File: config.mk
export PLATFORM = sky130hd
export DESIGN_NAME = conv_layer_sequencer
export DESIGN_NICKNAME = d
export VERILOG_FILES = /design/src/rtl/conv_layer_sequencer.sv
export SDC_FILE = /design/constraint.sdc
export NUM_CORES = 1
export LEC_CHECK = 0
export CAP_MARGIN = 10
export CORE_MARGIN = 4
export CORE_UTILIZATION = 35
export CTS_CLUSTER_DIAMETER = 40
export CTS_CLUSTER_SIZE = 28
export DETAILED_ROUTE_END_ITERATION = 8
export SLEW_MARGIN = 0
export SYNTH_ARGS = -nofsm -noshare
export SYNTH_HDL_FRONTEND = slang
export SYNTH_SLANG_ARGS = --single-unit
File: constraint.sdc
create_clock -name clk -period 4 [get_ports clk]
set_input_delay 0.4 -clock clk [delete_from_list [all_inputs] [get_ports clk]]
set_output_delay 0.4 -clock clk [all_outputs]
set_load 0.05 [all_outputs]
File: src/rtl/conv_layer_sequencer.sv
// conv_layer_sequencer
// Control FSM for one folded binary convolution layer. Loads per-fold weight
// and threshold words, admits activation pixels over a valid/ready handshake,
// steps fold_add through every output-channel fold per pixel, pulses the
// max-pool shift and tags which layer output words are valid.
//
// Ports:
//   clk, reset                      clock, async active-high reset
//   start, cfg_load                 run request (IDLE only), load config first
//   cfg_valid / cfg_ready           config word handshake
//   act_valid / act_ready           activation pixel handshake
//   stream_act_en                   pixel shift strobe (act handshake)
//   stream_w_en / stream_w_addr     weight write strobe and fold address
//   stream_th_en / stream_th_addr   threshold write strobe and fold address
//   fold_add                        fold currently computed by the PEs
//   stream_maxpool_en               max-pool shift strobe
//   out_valid, out_row, out_col     layer output word valid and coordinates
//   busy, done                      run in progress, end-of-run pulse
module conv_layer_sequencer #(
  parameter int fold           = 2,
  parameter int fold_log       = $clog2(fold),
  parameter int w_in           = 32,
  parameter int h_in           = 32,
  parameter int MAXPOOL_enable = 1,
  parameter int k_s_maxpool    = 2,
  parameter int out_lat        = 2
) (
  input  logic                clk,
  input  logic                reset,
  input  logic                start,
  input  logic                cfg_load,
  input  logic                cfg_valid,
  output logic                cfg_ready,
  input  logic                act_valid,
  output logic                act_ready,
  output logic                stream_act_en,
  output logic                stream_w_en,
  output logic [fold_log-1:0] stream_w_addr,
  output logic                stream_th_en,
  output logic [fold_log-1:0] stream_th_addr,
  output logic [fold_log-1:0] fold_add,
  output logic                stream_maxpool_en,
  output logic                out_valid,
  output logic [15:0]         out_row,
  output logic [15:0]         out_col,
  output logic                busy,
  output logic                done
);

  localparam int unsigned coord_w = 16;
  // Tags only need delaying when the pooling stage sits in the output path.
  localparam int          n_stg   = (MAXPOOL_enable != 0) ? out_lat : 0;

  localparam logic [fold_log-1:0] last_fold = fold_log'(fold - 1);
  localparam logic [coord_w-1:0]  last_col  = coord_w'(w_in - 1);
  localparam logic [coord_w-1:0]  last_row  = coord_w'(h_in - 1);
  localparam logic [coord_w-1:0]  k_pool    = coord_w'(k_s_maxpool);
  localparam logic [coord_w-1:0]  k_last    = coord_w'(k_s_maxpool - 1);

  typedef enum logic [2:0] {
    S_IDLE,
    S_LOAD_W,
    S_LOAD_TH,
    S_ACT,
    S_FOLD,
    S_POOL,
    S_DRAIN
  } state_t;

  typedef struct packed {
    logic               valid;
    logic [coord_w-1:0] row;
    logic [coord_w-1:0] col;
  } tag_t;

  state_t              state_q, state_d;
  logic [fold_log-1:0] cnt_q, cnt_d;     // config word index or current fold
  logic [coord_w-1:0]  row_q, row_d;
  logic [coord_w-1:0]  col_q, col_d;
  logic                push_c;
  logic                pipe_busy;
  tag_t                tag_c;
  tag_t                out_tag;

  // State and counter registers
  always_ff @(posedge clk or posedge reset) begin
    if (reset) begin
      state_q <= S_IDLE;
      cnt_q   <= '0;
      row_q   <= '0;
      col_q   <= '0;
    end else begin
      state_q <= state_d;
      cnt_q   <= cnt_d;
      row_q   <= row_d;
      col_q   <= col_d;
    end
  end

  // Next-state, counter updates and state-decoded strobes
  always_comb begin
    state_d           = state_q;
    cnt_d             = cnt_q;
    row_d             = row_q;
    col_d             = col_q;
    cfg_ready         = 1'b0;
    act_ready         = 1'b0;
    stream_w_en       = 1'b0;
    stream_w_addr     = '0;
    stream_th_en      = 1'b0;
    stream_th_addr    = '0;
    fold_add          = '0;
    stream_maxpool_en = 1'b0;
    push_c            = 1'b0;
    done              = 1'b0;

    case (state_q)
      S_IDLE: begin
        if (start) begin
          cnt_d   = '0;
          row_d   = '0;
          col_d   = '0;
          state_d = cfg_load ? S_LOAD_W : S_ACT;
        end
      end

      S_LOAD_W: begin
        cfg_ready = 1'b1;
        if (cfg_valid) begin
          stream_w_en   = 1'b1;
          stream_w_addr = cnt_q;
          if (cnt_q == last_fold) begin
            cnt_d   = '0;
            state_d = S_LOAD_TH;
          end else begin
            cnt_d = cnt_q + fold_log'(1);
          end
        end
      end

      S_LOAD_TH: begin
        cfg_ready = 1'b1;
        if (cfg_valid) begin
          stream_th_en   = 1'b1;
          stream_th_addr = cnt_q;
          if (cnt_q == last_fold) begin
            cnt_d   = '0;
            state_d = S_ACT;
          end else begin
            cnt_d = cnt_q + fold_log'(1);
          end
        end
      end

      S_ACT: begin
        act_ready = 1'b1;
        if (act_valid) begin
          cnt_d   = '0;
          state_d = S_FOLD;
        end
      end

      S_FOLD: begin
        fold_add = cnt_q;
        if (cnt_q == last_fold) begin
          cnt_d   = '0;
          state_d = S_POOL;
        end else begin
          cnt_d = cnt_q + fold_log'(1);
        end
      end

      S_POOL: begin
        stream_maxpool_en = (MAXPOOL_enable != 0);
        push_c            = 1'b1;
        if (col_q == last_col) begin
          col_d = '0;
          row_d = row_q + coord_w'(1);
        end else begin
          col_d = col_q + coord_w'(1);
        end
        if ((row_q == last_row) && (col_q == last_col)) begin
          state_d = S_DRAIN;
        end else begin
          state_d = S_ACT;
        end
      end

      S_DRAIN: begin
        if (!pipe_busy) begin
          done    = 1'b1;
          state_d = S_IDLE;
        end
      end

      default: state_d = S_IDLE;
    endcase
  end

  // Output tag for the pixel in POOL; a pooled word completes on the
  // bottom-right pixel of each pooling window.
  always_comb begin
    tag_c = '0;
    if (push_c) begin
      if (MAXPOOL_enable != 0) begin
        tag_c.valid = ((row_q % k_pool) == k_last) && ((col_q % k_pool) == k_last);
        if (tag_c.valid) begin
          tag_c.row = row_q / k_pool;
          tag_c.col = col_q / k_pool;
        end
      end else begin
        tag_c.valid = 1'b1;
        tag_c.row   = row_q;
        tag_c.col   = col_q;
      end
    end
  end

  // Tag delay line; occupancy is tracked apart from validity so DRAIN also
  // waits for tags of pixels that produce no output word.
  generate
    if (n_stg > 0) begin : g_dly
      tag_t pipe_q [n_stg];
      logic occ_q  [n_stg];
      logic any_occ_c;

      always_ff @(posedge clk or posedge reset) begin
        if (reset) begin
          for (int i = 0; i < n_stg; i++) begin
            pipe_q[i] <= '0;
            occ_q[i]  <= 1'b0;
          end
        end else begin
          pipe_q[0] <= tag_c;
          occ_q[0]  <= push_c;
          for (int i = 1; i < n_stg; i++) begin
            pipe_q[i] <= pipe_q[i-1];
            occ_q[i]  <= occ_q[i-1];
          end
        end
      end

      always_comb begin
        any_occ_c = 1'b0;
        for (int i = 0; i < n_stg; i++) begin
          any_occ_c = any_occ_c | occ_q[i];
        end
      end

      assign out_tag   = pipe_q[n_stg-1];
      assign pipe_busy = any_occ_c;
    end else begin : g_bypass
      assign out_tag   = tag_c;
      assign pipe_busy = 1'b0;
    end
  endgenerate

  assign stream_act_en = act_valid & act_ready;
  assign busy          = (state_q != S_IDLE);
  assign out_valid     = out_tag.valid;
  assign out_row       = out_tag.row;
  assign out_col       = out_tag.col;

endmodule

# After elaboration in Yosys (flattened, before gate mapping)
# Cells that the tools add are included.
[classes] addsub=3 multipliers=0 n_div=0 order_cmp=0 eq_ne=18 shift=0 muxes=35 bitwise=2 n_reduce_logical=11
[ops] operator="16-bit one-hot mux with 2 select lines" count=2
[ops] operator="16-bit two-way mux" count=3
[ops] operator="33-bit two-way mux" count=1
[ops] operator="16-bit by 1-bit adder with 16-bit output, second input constant" count=2
[ops] operator="16-bit by 5-bit == test with 1-bit output, second input constant" count=2
[ops] operator="31-bit two-way mux" count=1
[ops] operator="3-bit two-way mux" count=9
[ops] operator="3-bit one-hot mux with 7 select lines" count=1
[ops] operator="2-bit != test, second input constant" count=9
[ops] operator="1-bit two-way mux" count=16
[ops] operator="3-bit == test, second input constant" count=3
[ops] operator="8-bit AND reduction" count=1
[ops] operator="3-bit by 2-bit == test with 1-bit output, second input constant" count=2
[ops] operator="1-bit one-hot mux with 4 select lines" count=1
[ops] operator="4-bit AND reduction" count=1
[ops] operator="4-bit nonzero test" count=1
[ops] operator="3-bit by 1-bit == test with 1-bit output, second input constant" count=1
[ops] operator="3-bit logical NOT" count=1
[ops] operator="3-bit AND reduction" count=1
[ops] operator="3-bit nonzero test" count=1
[ops] operator="1-bit logical AND" count=2
[ops] operator="2-bit two-way mux" count=1
[ops] operator="2-bit by 1-bit != test with 1-bit output, second input constant" count=1
[ops] operator="2-bit AND reduction" count=1
[ops] operator="other kinds (5)" count=5
[word_totals] reg_bits=104 latchBits=0 ramBits=0 mem_bits_ro=0 word_cells=81 memories=0

# Depth between registers and ports, before layout
[logic_depth] depth_word=4 ltp_mapped=8 mapped_depth_nobuf=6

# Worst setup path after synthesis
# Ideal clock, no wire load.
[synth_timing] path_type="reg-to-output" start="register state_q[2]" end="output stream_act_en" arrival_ps=1737 required_time_ps=3600 path_slack_ps=1863 path_stages_with_launch=4 n_path_buf=1 cell_sequence="dfrtp_1 buf_2 nor2_1 and2_1"
[synth_between] elab_chain_len=3
[synth_lines] element="start: declaration" line="76" rtl="state_t state_q, state_d;"
[synth_lines] element="start signal: assignment" line="93" rtl="state_q <= state_d;"
[synth_lines] element="3-bit by 2-bit == test with 1-bit output" line="117" rtl="case (state_q)"
[synth_lines] element="1-bit two-way mux" line="117"
[synth_lines] element="via act_ready" line="35" rtl="output logic act_ready,"
[synth_lines] element="1-bit bitwise AND" line="258" rtl="assign stream_act_en = act_valid & act_ready;"
[synth_lines] element="end: declaration" line="36" rtl="output logic stream_act_en,"
# The timed path passes the listed nets, and every way through them passes these cells.

# Worst setup path after layout
[layout_timing] start="register state_q[0]" end="output stream_maxpool_en"
[layout_between] elab_chain_len=2
[layout_lines] element="3-bit == test" line="117"
[layout_lines] element="1-bit two-way mux" line="117"
[layout_lines] element="end: declaration" line="42" rtl="output logic stream_maxpool_en,"
# No other way between the ends.

==> implementation parameters <==
Parameter                              Value

Clock network
  Number of clock sinks    100
  Hold buffer count at CTS    0
  Setup Buffers After CTS    0
  Worst-case clock buffer depth    2
  H-tree depth    3
  Number of buffers created by CTS    9
  Worst-skew pair later-pin latency    0.35 ns
  Clock-pin slew on the worst setup and hold paths    0.07 ns
  CTS tree    yes
  Post_cts resized    0
  CTS root buffer    clkbuf_16

Global routing
  Leftover overflow at the end of global routing    0
  Initial antenna violation count    0
  Via count of the first global-routing pass    2689
  Maximum number of pins on one net before global-route repair    42
  First-pass GRT wire length    12900 µm
  Tot GR Track Use    11.2%

Pwr
  Part of the power in combinational logic    21.0%
  Power density over cell area    534 nW/µm²
  Switching Fraction    31.9%
  Clock group share of total power    33.7%
  Leakage power total    2.17 nW
  Cell-internal power    1.77 mW
  Part of the total power dissipated in sequential elements    45.3%
  Peak VDD IR    322 µV
  Sw power    0.828 mW
  Design Power    2.60 mW

Die
  Number of top-level pins    50
  Overall die area    13900 µm²
  Core Region    11600 µm²
  Rows    39
  Die Ht    118 µm
  Die width    118 µm
  Initial core utilization    36.3%

Logic synthesis
  Post-Syn Area per Cell    11.0 µm²
  Register area share after synthesis    59.4%
  YS warnings    0
  Yosys top cell by area    dfrtp_1
  Main flop type after synthesis    dfrtp_1
  Synthesized instance count    382
  Number of enable flip-flop cells after synthesis    0
  Post-Synthesis Cell Area    4220 µm²
  Flip-flop and latch count after synthesis    100
  Synth unique cells    48
  Top cell type's share of synthesized area    59.4%
  Proportion of register bits with asynchronous set or reset after synthesis    100%
  Ranking of synthesized cells by area    dfrtp_1 59%, buf_4 5.7%, and2_1 4.7%

Route
  Total vias in the final route    2670
  Number of detailed-routing iterations run before antenna repair    4
  Final wirelength    7480 µm
  Via count normalized by instance count    4.93
  Total DRC errors in the routed layout    0
  Antenna Nets Post-Route    0
  Number of violations reported at the end of detailed-routing iteration 0    124
  DR WL/cell    13.8 µm

Critical path
  Dominant delay contributor by cell family on the critical path    buffers and inverters
  Master of the slowest instance on the critical path    clkdlybuf4s50_1
  CP arrival    2.69 ns
  Maximum fanout along the worst path    18
  Depth of the critical timing path with buffers and inverters included    3
  CP endpoint    stream_maxpool_en
  Critical path class    flip-flop to output port
  Chain of cells forming the critical path    nand3b_2 > inv_1 > clkdlybuf4s50_1
  Largest stage delay, worst path    0.85 ns
  Slack of the worst reg-to-reg path    1.45 ns
  CP Launch Type    flip-flop
  Critical path required time    3.60 ns
  Capture point of the worst reg-to-reg path    g_dly.pipe_q[33]
  FF-to-FF Start    state_q[0]
  Crit path buf inv count    2
  Cell depth of the worst flop-to-flop path    4
  Launch point of the critical path    state_q[0]
  Type of destination of the critical path    output port

Place
  Gp weighted congestion    0.784
  # port buffers    47
  Post-place instance area    4560 µm²
  DP HPWL    4960 µm

Timing
  Final clock skew    0.00694 ns
  Final TNS setup    0 ns
  Post-route clock period utilization    77.2%
  RSZ-0062 raised after global routing    false
  Transition time at the pin with the least slew margin    0.847 ns
  Tmin final    3.09 ns
  Final hold vios    0
  Final setup viols    0
  Worst relative slew slack    43.5%
  Maximum clock rate    324 MHz
  Pins over their slew limit    0

Final layout
  Signed area change from the synthesized netlist to the final layout    15.5%
  Cell area after layout    4870 µm²
  Ratio of cells with drive above 1 in the final layout    6.02%
  Nets    402
  Antenna diodes    0

Run
  Max-capacitance violation count    0

Status
  Outcome    finished clean

Worst hold path
  Worst min-delay path category    flip-flop to flip-flop
[power groups by stage]
stage / Sequential (mW) / Clock (mW) / Combinational (mW)
3_3_place_gp: 1.19 / 0 / 0.541
3_5_place_dp: 1.19 / 0 / 0.545
5_1_grt: 1.19 / 0.932 / 0.599
4_1_cts: 1.17 / 0.900 / 0.549
2_1_floorplan: 1.12 / 0 / 0.479
6_report: 1.18 / 0.877 / 0.545
[synth_stat cells, types with 2 or more instances]
cell type    n
dfrtp_1    100
o21a_1       2
nand2b_1     4
xor2_1       3
nand2_1     28
a21oi_1     16
nor4_1       6
or4_1        3
buf_4       32
o211ai_1     3
o41ai_1      2
nor2b_1      5
and2_1      32
and4_1       6
nand4_1      5
buf_6        3
o21ai_0     21
inv_1        8
mux2i_1      4
nor3_1       6
o22a_1       2
or3_1       10
o31a_1       2
and3_1       4
clkbuf_1    10
buf_2        5
a31oi_1      6
nor2_1      19
ha_1         2
o31ai_1      4
nand3_1     12
[how the worst min path moves through the flow]
| stage | from | to | slack, ns | cells after the start |
|---|---|---|---|---|
| 2_1_floorplan | g_dly.pipe_q[33] | out_col[0] | 0.33 | 0 |
| 3_3_place_gp | g_dly.pipe_q[63] | out_row[14] | 0.33 | 0 |
| 3_5_place_dp | g_dly.pipe_q[59] | out_row[10] | 0.33 | 0 |
| 4_1_cts | g_dly.pipe_q[59] | out_row[10] | 0.35 | 0 |
| 5_1_grt | g_dly.pipe_q[62] | out_row[13] | 0.35 | 0 |
| 6_report | g_dly.pipe_q[59] | out_row[10] | 0.35 | 0 |
[final cells by class]
cell class                 count  area [µm²]
clock buffer                  13         260
timing repair buffer          50         493
multi-input combinational    225        1360
inverter                       8        32.5
sequential                   100        2500
fill                        1103        6750
clock inverter                 3        45.0
tap                          143         179
[kinds of logic after synthesis]
group                      Yosys count  share of synthesized area (%)
adders and majority gates            2                          0.594
muxes                                4                          0.950
DFF                                100                           59.4
other                                1                         0.0890
xor gates and xnor gates             4                          0.831
and+or+nand+nor                    143                           18.6
buffers and inverters               58                           8.70
AOI/OAI and AO/OA                   70                           10.8
[metal layers]
metal	share of wire (%)	GRT usage, %	routed length (µm)	up-vias
li1	-	-	-	1312
met1	49	14.9	3690	1283
met2	43	16.7	3230	63
met3	5.7	3.89	424	12
met4	1.8	4.40	138	0
met5	0	0	0	-
[cells in the final DEF, fill, tap and decap left out, types with 7 or more instances in the layout]
| cell type | n |
|---|---|
| dfrtp_1 | 100 |
| clkdlybuf4s50_1 | 47 |
| and2_1 | 32 |
| nand2_1 | 28 |
| o21ai_0 | 21 |
| nor2_1 | 19 |
| a21oi_1 | 16 |
| nand3_1 | 12 |
| or3_1 | 10 |
| clkbuf_16 | 9 |
| inv_1 | 7 |
[state kept, by name, summed over array words and instances (netlist names)]
name          cells
g_dly.pipe_q     31
col_q            16
row_q            16
out_col          15
out_row          15
state_q           3
g_dly.occ_q       2
cnt_q             1
out_valid         1
[through the flow]
step | utilization (%) | hold WS (ns) | setup slack [ns] | std cells
floorplan | - | 0.331 | 0.981 | 383
global placement | 39.3 | 0.335 | 1.38 | 526
detailed placement | 39.3 | 0.335 | 1.25 | 526
CTS | 41.9 | 0.349 | 0.872 | 542
global route | 41.9 | 0.354 | 0.740 | 542
finish | 41.9 | 0.347 | 0.913 | 542
[worst reg2reg max path, stage by stage (launching register included)]
cell and delay, ns:
dfrtp_1 0.70, nand3b_2 0.47, inv_1 0.32, and3_1 0.76
and2_1 0.24
No activity file was read; power rests on OpenSTA's default activity.
